==> config.mk <==
export PLATFORM = sky130hd
export DESIGN_NAME = vram_read_arbiter
export DESIGN_NICKNAME = d
export VERILOG_FILES = /design/src/rtl/vram_arb_pkg.sv /design/src/rtl/vram_tag_pipe.sv /design/src/rtl/vram_read_arbiter.sv
export SDC_FILE = /design/constraint.sdc
export NUM_CORES = 1
export LEC_CHECK = 0
export CAP_MARGIN = 20
export CORE_ASPECT_RATIO = 0.75
export CORE_MARGIN = 1.5
export CORE_UTILIZATION = 38
export DETAILED_ROUTE_END_ITERATION = 16
export GPL_ROUTABILITY_DRIVEN = 0
export PLACE_DENSITY = 0.76
export SYNTH_ARGS = -nofsm -noshare
export SYNTH_HDL_FRONTEND = slang
export SYNTH_SLANG_ARGS = --single-unit
==> constraint.sdc <==
create_clock -name clk_logic -period 1.16 [get_ports clk_logic]
set_input_delay 0.116 -clock clk_logic [delete_from_list [all_inputs] [get_ports clk_logic]]
set_output_delay 0.116 -clock clk_logic [all_outputs]
set_load 0.01 [all_outputs]
==> src/rtl/vram_arb_pkg.sv <==
// Shared types and limits for the shadow-VRAM read arbiter.
//   arb_tag_t        : identifies which requester owns an in-flight read
//   MAX_READ_LATENCY : deepest RAM read latency the tag pipeline supports
package vram_arb_pkg;

  typedef enum logic [1:0] {
    TAG_NONE,
    TAG_VID,
    TAG_VGC,
    TAG_HOST
  } arb_tag_t;

  localparam int unsigned MAX_READ_LATENCY = 3;

endpackage

==> src/rtl/vram_tag_pipe.sv <==
// Tag shift register that tracks read ownership across the RAM latency.
// Ports:
//   clk     : clock
//   clr     : synchronous clear, flushes every stage to TAG_NONE
//   tag_in  : tag of the read issued this cycle (TAG_NONE when idle)
//   tag_out : tag whose data is on the RAM output this cycle
module vram_tag_pipe
  import vram_arb_pkg::*;
#(
  parameter int unsigned DEPTH = 1
) (
  input  logic     clk,
  input  logic     clr,
  input  arb_tag_t tag_in,
  output arb_tag_t tag_out
);

  arb_tag_t stage [DEPTH];

  always_ff @(posedge clk) begin
    if (clr) begin
      for (int i = 0; i < int'(DEPTH); i++) stage[i] <= TAG_NONE;
    end else begin
      stage[0] <= tag_in;
      for (int i = 1; i < int'(DEPTH); i++) stage[i] <= stage[i-1];
    end
  end

  assign tag_out = stage[DEPTH-1];

endmodule

==> src/rtl/vram_read_arbiter.sv <==
// Shares one sdpram read port between the video scanner (absolute priority),
// the VGC fetcher and a host reader (round-robin between the two), routes
// returned words back to their issuer and flags secondary starvation.
// Ports:
//   clk_logic, system_reset      : clock, synchronous active-high reset
//   vid_rd_i/vid_addr_i          : single-cycle video read, never stalled
//   vid_data_o/vid_valid_o       : registered video return
//   vgc_*/host_*                 : level request + address, comb grant, registered return
//   mem_rd_o/mem_addr_o          : comb RAM read enable/address
//   mem_data_i                   : RAM data, READ_LATENCY cycles after mem_rd_o
//   starve_o                     : sticky starvation flag
module vram_read_arbiter
  import vram_arb_pkg::*;
#(
  parameter int unsigned ADDR_WIDTH   = 13,
  parameter int unsigned READ_LATENCY = 1,
  parameter int unsigned STARVE_LIMIT = 64
) (
  input  logic                  clk_logic,
  input  logic                  system_reset,
  input  logic                  vid_rd_i,
  input  logic [ADDR_WIDTH-1:0] vid_addr_i,
  output logic [31:0]           vid_data_o,
  output logic                  vid_valid_o,
  input  logic                  vgc_req_i,
  input  logic [ADDR_WIDTH-1:0] vgc_addr_i,
  output logic                  vgc_gnt_o,
  output logic [31:0]           vgc_data_o,
  output logic                  vgc_valid_o,
  input  logic                  host_req_i,
  input  logic [ADDR_WIDTH-1:0] host_addr_i,
  output logic                  host_gnt_o,
  output logic [31:0]           host_data_o,
  output logic                  host_valid_o,
  output logic                  mem_rd_o,
  output logic [ADDR_WIDTH-1:0] mem_addr_o,
  input  logic [31:0]           mem_data_i,
  output logic                  starve_o
);

  // Out-of-range latencies are clamped to what the tag pipe supports.
  localparam int unsigned PIPE_DEPTH =
    (READ_LATENCY > MAX_READ_LATENCY) ? MAX_READ_LATENCY :
    (READ_LATENCY < 1)                ? 1 : READ_LATENCY;
  localparam int unsigned CNT_W = $clog2(STARVE_LIMIT + 1);
  localparam logic [CNT_W-1:0] CNT_MAX = CNT_W'(STARVE_LIMIT);

  arb_tag_t         win;
  arb_tag_t         ret_tag;
  logic             last_sec;   // 0 = vgc granted last, 1 = host
  logic [CNT_W-1:0] vgc_cnt;
  logic [CNT_W-1:0] host_cnt;

  // Winner selection; nothing is issued while reset is held.
  always_comb begin
    win        = TAG_NONE;
    mem_rd_o   = 1'b0;
    mem_addr_o = '0;
    vgc_gnt_o  = 1'b0;
    host_gnt_o = 1'b0;
    if (!system_reset) begin
      if (vid_rd_i)                    win = TAG_VID;
      else if (vgc_req_i && host_req_i) win = last_sec ? TAG_VGC : TAG_HOST;
      else if (vgc_req_i)              win = TAG_VGC;
      else if (host_req_i)             win = TAG_HOST;
    end
    case (win)
      TAG_VID: begin
        mem_rd_o   = 1'b1;
        mem_addr_o = vid_addr_i;
      end
      TAG_VGC: begin
        mem_rd_o   = 1'b1;
        mem_addr_o = vgc_addr_i;
        vgc_gnt_o  = 1'b1;
      end
      TAG_HOST: begin
        mem_rd_o   = 1'b1;
        mem_addr_o = host_addr_i;
        host_gnt_o = 1'b1;
      end
      default: ;
    endcase
  end

  vram_tag_pipe #(
    .DEPTH (PIPE_DEPTH)
  ) u_tag_pipe (
    .clk     (clk_logic),
    .clr     (system_reset),
    .tag_in  (win),
    .tag_out (ret_tag)
  );

  // Round-robin pointer only moves on secondary grants.
  always_ff @(posedge clk_logic) begin
    if (system_reset)          last_sec <= 1'b1;
    else if (win == TAG_VGC)   last_sec <= 1'b0;
    else if (win == TAG_HOST)  last_sec <= 1'b1;
  end

  // Starvation counters saturate; the flag latches until reset.
  always_ff @(posedge clk_logic) begin
    if (system_reset) begin
      vgc_cnt  <= '0;
      host_cnt <= '0;
      starve_o <= 1'b0;
    end else begin
      if (!vgc_req_i || vgc_gnt_o)    vgc_cnt <= '0;
      else if (vgc_cnt != CNT_MAX)    vgc_cnt <= vgc_cnt + CNT_W'(1);
      if (!host_req_i || host_gnt_o)  host_cnt <= '0;
      else if (host_cnt != CNT_MAX)   host_cnt <= host_cnt + CNT_W'(1);
      starve_o <= starve_o | (vgc_cnt == CNT_MAX) | (host_cnt == CNT_MAX);
    end
  end

  // Return routing: the tag at the end of the pipe owns mem_data_i.
  always_ff @(posedge clk_logic) begin
    if (system_reset) begin
      vid_data_o   <= '0;
      vgc_data_o   <= '0;
      host_data_o  <= '0;
      vid_valid_o  <= 1'b0;
      vgc_valid_o  <= 1'b0;
      host_valid_o <= 1'b0;
    end else begin
      vid_valid_o  <= (ret_tag == TAG_VID);
      vgc_valid_o  <= (ret_tag == TAG_VGC);
      host_valid_o <= (ret_tag == TAG_HOST);
      if (ret_tag == TAG_VID)  vid_data_o  <= mem_data_i;
      if (ret_tag == TAG_VGC)  vgc_data_o  <= mem_data_i;
      if (ret_tag == TAG_HOST) host_data_o <= mem_data_i;
    end
  end

endmodule
# --- Word-level counts from Yosys, hierarchy flattened ---
# Memory sizes are Yosys's and may differ from the RTL's.
# Cells that the tools add are included.
classes:
  addsub: 2
  n_eq_ne: 10
  mux: 17
  n_bitwise: 2
  reduce_logical: 10
op_table:
  columns: ["cell", "count"]
  rows:
  - ["$pmux 13 s3", 1]
  - ["$add 7x1->7 const B", 2]
  - ["$eq 7x7->1 const B", 2]
  - ["$ne 7x7->1 const B", 2]
  - ["$mux 2", 6]
  - ["$mux 1", 10]
  - ["$eq 2x2->1 const B", 4]
  - ["$reduce_or 2->1", 3]
  - ["$eq 2x1->1 const B", 2]
  - ["$reduce_or 3->1", 1]
  - ["$logic_not 1->1", 2]
  - ["$logic_or 1x1->1", 2]
  - ["$or 1x1->1", 2]
  - ["$reduce_bool 2->1", 1]
  - ["$logic_and 1x1->1", 1]
totals:
  reg_bits: 115
  ram_bits: 2
  input_bits: 76
  out_inout_bits: 116
  memories: 1
memory_table:
  columns: ["name", "depth", "word_bits", "rd", "rd_ports_with_merged_regs", "write_ports", "line", "source"]
  rows:
  - ["u_tag_pipe.stage", 1, 2, 1, 0, 1, "vram_tag_pipe.sv:18", "arb_tag_t stage [DEPTH];"]

# --- Depth between registers and ports, before layout ---
# Gate-level depths: netlist (run 1).
depth:
  word_depth: 9
  depth_mapped: 5
  ltp_nobuf: 5

# --- By module ---
# From an unflattened synthesis (run 1), not the netlist that was laid out.
unflattened:
  cells_unflattened: 577
  hier_area_um2: 4603.2
by_module_without_submodules:
  columns: ["mod", "instances", "cells_per_inst", "area_per_inst_um2", "seq_area_each_um2"]
  rows:
  - ["vram_read_arbiter", 1, 573, 4550.6, 2302.2]
  - ["vram_tag_pipe", 1, 4, 52.6, 40.0]

# --- Least setup slack after synthesis (run 1) ---
# No wires, ideal clock.
synth_timing:
  path_type: "reg2out"
  from: "register last_sec"
  to: "output port mem_addr_o[10]"
  arrival_time_ps: 1162
  t_required_ps: 1044
  slack_ps: -118
  path_stages_with_launch: 5
  path_cell_list: "dfxtp_1 nand2b_1 and3_2 buf_6 a221o_1"
synth_via:
  elab_chain_len: 6
  elab_cells_between_ends: 8
  classes_between: "3 x eq/ne; 5 x mux"
synth_rtl:
  columns: ["item", "line", "source"]
  rows:
  - ["start: declaration", "vram_read_arbiter.sv:50", "logic last_sec;"]
  - ["start signal: assignment", "vram_read_arbiter.sv:97", "if (system_reset) last_sec <= 1'b1;"]
  - ["start signal: assignment", "vram_read_arbiter.sv:98", "else if (win == TAG_VGC) last_sec <= 1'b0;"]
  - ["start signal: assignment", "vram_read_arbiter.sv:99", "else if (win == TAG_HOST) last_sec <= 1'b1;"]
  - ["$mux 1 *", "vram_read_arbiter.sv:63", "else if (vgc_req_i && host_req_i) win = last_sec ? TAG_VGC : TAG_HOST;"]
  - ["$mux 2 *", "vram_read_arbiter.sv:63", null]
  - ["$mux 2 *", "vram_read_arbiter.sv:62", "if (vid_rd_i) win = TAG_VID;"]
  - ["$mux 2 *", "vram_read_arbiter.sv:61", "if (!system_reset) begin"]
  - ["$eq 2x2->1 or $eq 2x1->1 (tied branches)", "vram_read_arbiter.sv:67", "case (win)"]
  - ["$pmux 13 s3 *", "vram_read_arbiter.sv:67", null]
  - ["end: declaration", "vram_read_arbiter.sv:36", "output logic [ADDR_WIDTH-1:0] mem_addr_o,"]
# Every way passes the cells marked *; elsewhere a longest branch is shown, timed or not.

# --- Worst setup path in the final report (run 1) ---
layout_timing:
  from: "register last_sec"
  to: "output port mem_addr_o[6]"
# The elaborated chain is that of the path after synthesis.

==> flow_summary.yaml, run 1 <==
detailed_routing:
  vias_per_cell: 4.99
  drc: 0
  dr_total_vias: 4813
  dr.pass1.iters: 7
  wl_per_cell_um: 16.3
  ant_nets: 0
  initialDrtViolationCount: 252
  wl_um: 15700
clocking:
  cts.sinks: 117
  cts_tree: "yes"
  cts_made_buffers: 17
  root_buffer: "clkbuf_16"
  cts_hold_buf: 0
  cts_buffer_depth: 2
  h-tree-depth: 4
  clkTransAtPathRegs_ns: 0.06
  clk_latency_ns: 0.40
synthesis:
  synth_top_area_share_pct: 51.7
  ys_seq_area_share_pct: 51.7
  synthFlopType: "dfxtp_1"
  synth_seq_cells: 117
  yosysTopAreaCell: "dfxtp_1"
  syn_inst: 564
  syn-cell-area_mm2: 0.00453
  ys_types: 31
  synthTopCellsByArea: "dfxtp_1, nand2_1, a21oi_1"
  synthArstFlopShare_pct: 0
  yosysWarnings: 0
  synth_common_cells: "nand2_1, dfxtp_1, a21oi_1"
  synth_most_common_cell: "nand2_1"
  synth_edf_count: 0
  synth_fp_nets: 644
  avgSynthCellArea_um2: 8.03
setup_path:
  start_kind: "flip-flop"
  r2r_cells: 3
  critPathKind: "flip-flop to primary output"
  crit_path_end_kind: "primary output"
  critPathRequiredTime_ns: 1.04
  arrival_ns: 1.58
  crit_path_max_fanout: 7
cells_and_area:
  syn_to_final_growth_pct: 69.9
  instances_no_fill: 965
  diodes: 0
  fin_util_pct: 66.2
  drive_above_1_share_pct: 20.3
  num-nets-final: 870
  fill_cells: 959
floorplan:
  die_h_um: 97.5
  num_rows: 34
  die_w_um: 129
  initial_core_util_pct: 39.0
  ios: 192
  core-area_mm2: 0.0116
  dieArea_mm2: 0.0126
sta:
  final-max-slew-violation-count: 0
  rsz0062_at_grt: "yes"
  tightest_slew_ns: 0.565
  setup_viol: 25
  max_slew_margin_pct: 62.3
  hold_viol: 0
  hold_ws_ns: 0.0778
  min_period_ns: 1.70
  fin_crit_sh_pct: 147
  setup_ws_ns: -0.540
  clock.fmax_ghz: 0.588
  fin_worst_skew_ns: 0.00771
power_and_ir_drop:
  combPwrFrac_pct: 11.7
  p_sw_mw: 2.52
  p_seq_share_pct: 38.4
  vdd_ir_drop_max_mv: 1.04
  swShare_pct: 22.8
  internal_power_mw: 8.55
  power_mw: 11.1
  p_leak_nw: 3.18
  p_per_area_mw_per_mm2: 1440
  clockPowerShare_pct: 49.9
placed_design:
  dp_worst_setup_slack_ns: -0.954
  dp.cells: 920
  dp_hpwl_um: 10100
  io_buffers: 191
hold_path:
  hold_path.class: "primary input to flip-flop"
  whs_path_depth: 3
run_status:
  violations: "negative setup slack"
  status: "finished, violations left"
grt:
  grt_pass1_vias: 4742
  antenna_found_initial: 0
  grt_pass1_wl_um: 23900
  overflow: 0
  grt_max_degree: 54
  grt.total_usage_pct: 24.1
job:
  max_cap_violations: 0
[what timing repair did]
item,CTS,global route
pin swaps,7,11
gates cloned,2,3
setup endpoints to repair,130,101
gates resized for setup,185,105
setup buffers,5,3
[layer usage]
metal  vias up  GRT usage (%)  wire, µm
met3        19           6.22       981
met4         0           7.17       180
met1      2277           31.8      7040
met2       191           38.7      7510
li1       2326              -         -
met5         -              0         0
[registers in the layout, indices dropped and copies added (netlist names)]
name              count
host_cnt              7
host_data_o          32
host_valid_o          1
last_sec              1
starve_o              1
u_tag_pipe.stage      2
vgc_cnt               7
vgc_data_o           32
vgc_valid_o           1
vid_data_o           32
vid_valid_o           1
[final cells by class]
| cell class | instances | area, µm² | share of cell area (%) |
|---|---|---|---|
| clock buffer | 25 | 515 | 6.70 |
| sequential | 117 | 2380 | 30.9 |
| inverter | 6 | 22.5 | 0.293 |
| clock inverter | 7 | 116 | 1.51 |
| multi-input combinational | 405 | 2190 | 28.5 |
| timing repair buffer | 243 | 2260 | 29.4 |
| tap | 162 | 203 | 2.64 |
[cells in the final DEF, fill, tap and decap left out, types with 11 or more instances in the layout]
cell type        netlist  layout
clkbuf_16              0      20
dlygate4sd2_1          0      47
buf_2                 18      13
clkdlybuf4s15_1        0      44
nand2_1              197     196
a21oi_1              104     103
clkbuf_2               0      11
buf_4                  0      37
a221o_1               12      12
dfxtp_1              117     102
and2_1                13      12
buf_6                  2      11
clkdlybuf4s50_1        0      71
[critical path, cell delays in order, from the launching register on]
cell	delay, ns
dfxtp_4	0.36
nand2b_4	0.16
and3_4	0.21
a221o_1	0.32
buf_2	0.14
[metrics by stage]
step / TNS [ns] / cell area (µm²)
5_1_grt: -9.25 / 7690
3_3_place_gp: -16.34 / 6850
2_1_floorplan: -0.363 / 4560
3_5_place_dp: -18.06 / 6850
6_report: -8.09 / 7690
4_1_cts: -8.14 / 7430
[power by group through the flow]
stage | Sequential [mW] | Clock [mW] | Combinational (mW)
2_1_floorplan | 4.39 | 0 | 0.432
3_3_place_gp | 4.33 | 0 | 1.28
3_5_place_dp | 4.34 | 0 | 1.31
4_1_cts | 4.25 | 5.57 | 1.23
5_1_grt | 4.27 | 5.80 | 1.39
6_report | 4.25 | 5.52 | 1.30
[path summary, 6_finish.rpt]
path | from | to | slack [ns]
min reg2reg | vid_data_o[30] | vid_data_o[30] | 0.45
max reg2reg | host_cnt[4] | starve_o | -0.13
max | last_sec | mem_addr_o[6] | -0.54
min | system_reset | last_sec | 0.08
[cell families (layout without fill, tap and decap cells)]
family	Yosys count	in the layout	synth area share, %
compound gates	130	130	16.3
xor+xnor	6	6	1.16
fa+ha+maj	4	4	1.11
buf+inv	44	281	4.48
flops	117	117	51.7
simple gates	263	265	25.2
Power figures use the tool's default switching activity.
==> inputs of run 2 (changes only) <==
MAX_ROUTING_LAYER = met4   (was default)
SLEW_MARGIN = 20   (was default)
==> flow_summary.yaml, run 2 (synthesized netlist as in run 1, its figures left out) <==
sta:
  hold_viol: 0
  fin_crit_sh_pct: 146
  final-max-slew-violation-count: 0
  tightest_slew_ns: 0.561
  setup_tns_ns: -8.03
  rsz0062_at_grt: "yes"
  max_slew_margin_pct: 62.6
  min_period_ns: 1.70
  clock.fmax_ghz: 0.589
  setup_ws_ns: -0.539
  setup_viol: 25
  fin_worst_skew_ns: 0.00721
detailed_routing:
  drc: 0
  vias_per_cell: 5.01
  wl_per_cell_um: 16.3
  dr.pass1.iters: 5
  initialDrtViolationCount: 207
  wl_um: 15700
  ant_nets: 0
  dr_total_vias: 4837
setup_path:
  crit_path_end_kind: "primary output"
  critPathKind: "flip-flop to primary output"
  crit_path_max_fanout: 7
  crit_slowest_cell: "dfxtp_4"
  reg2reg_slack_ns: -0.13
  crit_path_cell_trace: "nand2b_4, and3_4, a221o_1, buf_2"
  arrival_ns: 1.58
  critPathRequiredTime_ns: 1.04
  start_kind: "flip-flop"
  slowest_delay_ns: 0.36
power_and_ir_drop:
  swShare_pct: 22.7
  internal_power_mw: 8.55
  vdd_ir_drop_max_mv: 1.04
  p_seq_share_pct: 38.5
  combPwrFrac_pct: 11.7
  p_per_area_mw_per_mm2: 1440
  p_leak_nw: 3.21
  p_sw_mw: 2.51
  clockPowerShare_pct: 49.8
clocking:
  cts_hold_buf: 0
  cts_buffer_depth: 2
  clkTransAtPathRegs_ns: 0.05
  cts.sinks: 117
  cts_tree: "yes"
  h-tree-depth: 4
  root_buffer: "clkbuf_16"
  cts_made_buffers: 17
  clk_latency_ns: 0.40
placed_design:
  dp.cells: 920
  dp_hpwl_um: 10100
  io_buffers: 191
cells_and_area:
  syn_to_final_growth_pct: 70.1
  seq_area_mm2: 0.00238
  num-nets-final: 870
  multi_input_area_mm2: 0.00219
  fin_util_pct: 66.3
  reg_top3: "host_data_o (32), vgc_data_o (32), vid_data_o (32)"
  mostFrequentLayoutCell: "nand2_1"
  final_cell_mix: "nand2_1, a21oi_1, dfxtp_1"
  drive_above_1_share_pct: 19.8
  fill_cells: 961
  diodes: 0
  instances_no_fill: 965
grt:
  antenna_found_initial: 0
  overflow: 0
  grt_pass1_wl_um: 23800
  grt_pass1_vias: 4747
  grt.total_usage_pct: 24.7
  grt_max_degree: 54
job:
  max_cap_violations: 0
hold_path:
  hold_path.class: "primary input to flip-flop"
run_status:
  status: "finished, violations left"
  violations: "negative setup slack"
floorplan:
  core-area_mm2: 0.0116
  die_w_um: 129
  initial_core_util_pct: 39.0
  dieArea_mm2: 0.0126
  num_rows: 34
  die_h_um: 97.5
  ios: 192
run 2: cell count changes in the layout (fill, tap and decap cells not counted), sizes merged:
cell	before	now
clkbuf	39	35
clkdlybuf4s15	44	38
dlygate4sd2	47	57
run 2: what timing repair did:
item,in CTS,in global routing
buffers inserted,5,3
endpoints found under the setup margin,130,90
hold endpoints to repair,0,0
gates resized for setup,185,91
pin swaps,7,11
cloned,2,3
run 2: per-stage QoR:
step	total power, mW	instance area [µm²]	hold WS [ns]	worst slack (ns)
final	11.1	7700	0.0842	-0.539
after global routing	11.4	7700	0.0934	-0.584
after CTS	11.0	7430	0.0637	-0.539
after detailed placement	5.65	6850	0.446	-0.954
after global placement	5.61	6850	0.441	-0.831
after floorplan	4.83	4560	0.237	-0.0452
run 2: area by class of cell:
| class | instances | share of cell area [%] |
|---|---|---|
| sequential | 117 | 30.9 |
| tap | 162 | 2.63 |
| timing repair buffer | 243 | 29.5 |
| clock buffer | 25 | 6.70 |
| inverter | 6 | 0.293 |
| clock inverter | 7 | 1.51 |
| multi-input combinational | 405 | 28.5 |
run 2: worst max-delay path: cells and delay by family, from the launching register on:
family / cells / cell delay, ns
AOI/OAI and AO/OA: 1 / 0.32
buffers and inverters: 1 / 0.14
and+or+nand+nor: 2 / 0.37
DFF: 1 / 0.36
run 2: path summary, 6_finish.rpt:
kind / endpoint / startpoint / cells after the start
setup / recovery: mem_addr_o[6] / last_sec / 4
hold reg to reg: host_data_o[23] / host_data_o[23] / 2
hold / removal: last_sec / system_reset / 3
setup reg to reg: starve_o / host_cnt[4] / 3
run 2: layer usage:
layer | up-vias | track usage, % | routed length (µm)
met5 | - | - | 0
met4 | 0 | 7.69 | 179
met3 | 22 | 4.90 | 986
met2 | 194 | 38.8 | 7510
met1 | 2295 | 32.1 | 7020
li1 | 2326 | - | -
run 2: power by group through the flow:
stage / Combinational (mW) / Sequential, mW / Clock, mW
5_1_grt: 1.40 / 4.26 / 5.78
3_3_place_gp: 1.28 / 4.33 / 0
2_1_floorplan: 0.432 / 4.39 / 0
4_1_cts: 1.23 / 4.25 / 5.57
6_report: 1.30 / 4.25 / 5.51
3_5_place_dp: 1.31 / 4.34 / 0
